## src/rtl/io_input_cond.sv

```systemverilog
// io_input_cond: 2-flop sync, counter debounce and press pulses for board switches/buttons.
// Define IO_INPUT_COND_STICKY_EN to add sticky press flags with per-button clear.
module io_input_cond #(
  parameter int DEBOUNCE_CYCLES = 500000,
  parameter int BTN_ACTIVE_LOW  = 1,
  parameter int CNT_W           = $clog2(DEBOUNCE_CYCLES + 1)
) (
  input  logic        i_clk,
  input  logic        i_rst_n,
  input  logic [31:0] i_sw_raw,
  input  logic [3:0]  i_btn_raw,
  output logic [31:0] o_io_sw,
  output logic [3:0]  o_io_btn,
  output logic [3:0]  o_btn_press
`ifdef IO_INPUT_COND_STICKY_EN
  ,
  input  logic [3:0]  i_btn_clr,
  output logic [3:0]  o_btn_sticky
`endif
);
  localparam logic [CNT_W-1:0] CNT_MAX = CNT_W'(DEBOUNCE_CYCLES - 1);
  logic [35:0] w_raw, w_upd, r_s1, r_s2, r_out;
  logic [3:0]  r_press;
  assign w_raw = {(BTN_ACTIVE_LOW != 0) ? ~i_btn_raw : i_btn_raw, i_sw_raw};
  for (genvar c = 0; c < 36; c++) begin : g_ch
    logic [CNT_W-1:0] r_cnt;
    // Commit only after DEBOUNCE_CYCLES consecutive samples disagreeing with the output.
    assign w_upd[c] = (r_s2[c] != r_out[c]) && (r_cnt == CNT_MAX);
    always_ff @(posedge i_clk)
      r_cnt <= (!i_rst_n || r_s2[c] == r_out[c] || w_upd[c]) ? '0 : r_cnt + 1'b1;
  end
  always_ff @(posedge i_clk)
    if (!i_rst_n) begin
      r_s1    <= '0;
      r_s2    <= '0;
      r_out   <= '0;
      r_press <= '0;
    end else begin
      r_s1    <= w_raw;
      r_s2    <= r_s1;
      r_out   <= r_out ^ w_upd;
      r_press <= w_upd[35:32] & ~r_out[35:32];
    end
  assign o_io_sw     = r_out[31:0];
  assign o_io_btn    = r_out[35:32];
  assign o_btn_press = r_press;
`ifdef IO_INPUT_COND_STICKY_EN
  logic [3:0] r_sticky;
  always_ff @(posedge i_clk)
    r_sticky <= !i_rst_n ? '0 : r_press | (r_sticky & ~i_btn_clr);
  assign o_btn_sticky = r_sticky;
`endif
endmodule

```

## config.mk

```make
export PLATFORM = sky130hd
export DESIGN_NAME = io_input_cond
export DESIGN_NICKNAME = d
export VERILOG_FILES = /design/src/rtl/io_input_cond.sv
export SDC_FILE = /design/constraint.sdc
export NUM_CORES = 2
export LEC_CHECK = 0
export ABC_AREA = 0
export CAP_MARGIN = 10
export CORE_UTILIZATION = 55
export CTS_CLUSTER_SIZE = 16
export DETAILED_ROUTE_END_ITERATION = 8
export PLACE_DENSITY_LB_ADDON = 0.2
export SYNTH_ARGS = -nofsm -noshare
export SYNTH_HDL_FRONTEND = slang
export SYNTH_SLANG_ARGS = --single-unit
export TNS_END_PERCENT = 5
```

## constraint.sdc

```tcl
create_clock -name i_clk -period 3.9 [get_ports i_clk]
set_input_delay 0.39 -clock i_clk [delete_from_list [all_inputs] [get_ports i_clk]]
set_output_delay 0.39 -clock i_clk [all_outputs]
set_load 0.01 [all_outputs]
```

== Yosys cells after proc, flatten, opt, wreduce, memory -nomap -nowiden ==
Index checks and enable logic that the tools add are counted.

* Memory bits (read-only): 0
* Latch bits: 0
* Memories: 0
* Logic and storage cells: 297
* Register bits after elaboration: 796
* Input bits: 38
* Memory bits (writable): 0
* Output and inout port bits: 40

* Mux-type cells: 0
* Bitwise gates (word level): 4
* Equality and inequality tests: 108
* Reductions and logical operators: 109
* Shifts and indexed selects: 0
* Add/sub/neg operators: 36
* $lt $le $gt $ge: 0
* Div/mod/pow operators: 0
* $mul: 0

{| class="wikitable"
|+ Operators by type and width
! cell !! count
|-
| $add A19 B1 Y19 const B || 36
|-
| $eq A19 B19 Y1 const B || 36
|-
| $logic_or A1 B1 Y1 || 72
|-
| $eq A1 B1 Y1 || 36
|-
| $logic_and A1 B1 Y1 || 36
|-
| $ne A1 B1 Y1 || 36
|-
| $xor A36 B36 Y36 || 1
|-
| $not A4 Y4 || 2
|-
| $and A4 B4 Y4 || 1
|-
| $logic_not A1 Y1 || 1
|}

== Logic depth before layout (Yosys ltp) ==
* Word-level depth: 3
* Depth in mapped cells: 7
* Mapped depth without buffers: 5

== Worst setup path after synthesis ==
OpenSTA, ideal clock, no wires.

* Path type: reg-to-reg
* Start point: register g_ch[28].r_cnt[0]
* End point: register g_ch[28].r_cnt[10]
* Clock period less this slack: 2.066 ns
* Arrival: 1.948 ns
* Setup time: 0.117 ns
* Required time: 3.783 ns
* Buffers on the path: 1
* Slack: 1.834 ns
* Stages on the path, launching flop included: 7
* Path through: dfxtp_1 ha_1 nand3_1 or4_1 o31ai_4 buf_2 nor2_1

* Longest elaborated chain between the ends: 3
* Elaborated cells on any way between the ends: 4
* Those cells by class: add/sub (1); eq/ne (1); reduce/logical (2)

{| class="wikitable"
|+ RTL lines
! what !! line !! text
|-
| from (decl) || 26 || <nowiki>logic [CNT_W-1:0] r_cnt;</nowiki>
|-
| from (signal assigned) || 30 || <nowiki>r_cnt <= (!i_rst_n || r_s2[c] == r_out[c] || w_upd[c]) ? '0 : r_cnt + 1'b1;</nowiki>
|-
| branches (longest 3 deep; another with $add A19 B1 Y19) || -- ||
|}

Parallel ways; which one is timed is not known.
A chain may end at the register's enable or synchronous reset.

== Final worst setup path ==
* Start point: register g_ch[28].r_cnt[0]
* End point: register g_ch[28].r_cnt[1]

The elaborated chain is that of the path after synthesis.

==> impl_metrics.csv <==
group,metric,value,unit
run_status,status,"finished, final reports clean",
floorplanning,core_area,0.0621,mm^2
synthesis,post_synth.cell_area_avg,8.79,um^2
timing,setup_tns,0,ns
cts,cts_hold_buffers,0,
floorplanning,start_util,0.560,
synthesis,ys.flop_type,"dfxtp_1",
synthesis,syn_inst,3952,
synthesis,async_reset_ff_frac,0,
drt,drtAntennaViolNets,0,
drt,first_pass_iters,5,
synthesis,ys_seq_elements,796,
worst_setup_path,cpMaxStageDelayCell,"o31ai_4",
cts,cts_resized,0,
timing,max-slew-margin-rel,0.204,
cts,clock_latency,0.62,ns
floorplanning,die_area,0.0641,mm^2
grt,grt_pass1_wl,113000,um
drt,drtIter0Drc,1651,
placed_design,routabilityCongestion,0.840,
cts,cts.clk_slew.worst_paths,0.06,ns
drt,wl_per_cell,12.9,um
floorplanning,fp-row-count,91,
placed_design,pre_cts_slack,1.56,ns
timing,final_hold_viol_count,0,
drt,route.detailed.drc,0,
pwr,p_leak,11.5,nW
timing,max_freq,429,MHz
finish,drive_gt1_frac,0.0509,
pwr,ir_drop,0.337,mV
worst_setup_path,crit_type,"flop to flop",
timing,rsz0062_at_grt,"false",
floorplanning,die_w,253,um
timing,tightest_slew,1.19,ns
cts,cts_buffer_depth,3,
worst_setup_path,slowest_delay,0.71,ns
drt,viasPerCell,5.49,
hold_path,hold_path_class,"input port to flop",
finish,seq_area,0.0159,mm^2
timing,period_minus_slack,2.33,ns
pwr,p_total,16.5,mW
finish,multiInputGateArea,0.0179,mm^2
job,maxCapViolations,0,
finish,final_nets,4095,
timing,min_period_over_period,0.598,
grt,grtUsageTotal,0.201,
drt,routed_wl,63600,um
worst_setup_path,start_kind,"flop",
finish,nFillCells,5387,
grt,grt_overflow_total,0,
worst_setup_path,crit_path_cell_trace,"ha_1 > nand3_1 > or4_1 > o31ai_4 > nor2_1",
cts,tritoncts,"built",
finish,syn_to_final_growth,12.5,%
finish,diodes,0,
worst_setup_path,worstPathMaxFanout,19,
cts,cts.sinks,796,
cts,htree_levels,3,
pwr,powerDensity,423,mW/mm^2
cts,cts_buffers,84,
drt,vias,27000,
grt,antenna_found_initial,0,
floorplanning,dieHeight,253,um
worst_setup_path,cp.required,4.36,ns
timing,fin_skew,0.0207,ns
finish,mostFrequentLayoutCell,"dfxtp_1",
placed_design,dp_hpwl,41700,um
floorplanning,io_pins,78,
grt,grt_pass1_vias,25000,
cts,root_buffer,"clkbuf_16",
synthesis,synth_edf_count,0,
synthesis,syn-cell-area,0.0347,mm^2
synthesis,synth_warnings,0,
synthesis,ys_types,65,
placed_design,portBuffers,77,
timing,slew_violations,0,
cts,cts_setup_buffers,0,
synthesis,seq_area_frac_synth,0.459,
grt,grt_max_degree,95,
worst_setup_path,arrival,2.79,ns
timing,fin_ws,1.57,ns
synthesis,postSynthNetCount,4026,
finish,mostFrequentLayoutCells,"796 x dfxtp_1, 687 x nor2_1, 364 x xnor2_1",
timing,setup_viol,0,
worst_setup_path,critPathCaptureType,"flop",
final timing paths:
path	startpoint	endpoint	slack, ns	cells past startpoint
hold / removal	i_rst_n	g_ch[4].r_cnt[4]	0.21	3
hold reg to reg	r_s1[7]	r_s2[7]	0.43	1
setup reg to reg	g_ch[28].r_cnt[0]	g_ch[28].r_cnt[1]	1.57	5
setup / recovery	g_ch[28].r_cnt[0]	g_ch[28].r_cnt[1]	1.57	5
worst max-delay path, delay by kind of cell, from the launching register on:
family | cells | cell delay, ns
compound gates | 1 | 0.71
fa+ha+maj | 1 | 0.21
flops | 1 | 0.37
simple gates | 3 | 0.89
layer usage:
layer | share of wire | up-vias | global-route usage
met5 | 0 | - | 0
met2 | 0.46 | 344 | 0.333
met3 | 0.034 | 103 | 0.0361
li1 | - | 14000 | -
met1 | 0.49 | 12500 | 0.268
met4 | 0.019 | 0 | 0.0551
cell usage after synthesis (52+ instances only):
cell type | n | area, um^2
a21oi_1 | 95 | 475
and2_1 | 72 | 450
clkbuf_1 | 82 | 308
dfxtp_1 | 796 | 15900
inv_1 | 111 | 417
nand2_1 | 236 | 886
nand3_1 | 241 | 1210
nand4_1 | 223 | 1400
nor2_1 | 687 | 2580
nor3_1 | 131 | 656
nor4_1 | 162 | 1010
or3_1 | 63 | 394
or4_1 | 52 | 390
xnor2_1 | 364 | 3190
xor2_1 | 188 | 1650
registers in the layout, summed over array words and instances (netlist names), named ones only:
signal,cells
g_ch.r_cnt,684
r_s1,36
r_s2,36
o_btn_press,4
area by class of cell:
type	instances	area share
inverter	111	0.0107
sequential	796	0.408
clock buffer	122	0.0640
multi-input combinational	2937	0.458
timing repair buffer	91	0.0229
clock inverter	32	0.00977
tap	837	0.0268
report_power, final:
| group | internal, mW | switching [mW] | total (mW) | leakage [nW] |
|---|---|---|---|---|
| Combinational | 0.0783 | 0.114 | 0.192 | 3.62 |
| Sequential | 8.18 | 0.0266 | 8.20 | 6.43 |
| Clock | 4.92 | 3.22 | 8.14 | 1.42 |
per-stage QoR:
step | util | instance area (um^2) | std cells | hold WS (ns)
6_report | 0.630 | 39100 | 4926 | 0.206
3_3_place_gp | 0.583 | 36200 | 4771 | 0.413
5_1_grt | 0.630 | 39100 | 4926 | 0.218
4_1_cts | 0.629 | 39100 | 4925 | 0.170
3_5_place_dp | 0.583 | 36200 | 4771 | 0.418
2_1_floorplan | - | 34700 | 3952 | 0.412
cells by family (layout without fill, tap and decap cells):
kind of cell    after synthesis  after routing  synth area share
simple gates               2071           2071             0.307
flops                       796            796             0.459
xor+xnor                    552            552             0.139
compound gates              249            249            0.0479
buf+inv                     219            356            0.0258
fa+ha+maj                    36             36            0.0130
mux                          29             29           0.00836
No activity file was read; power rests on OpenSTA's default activity.
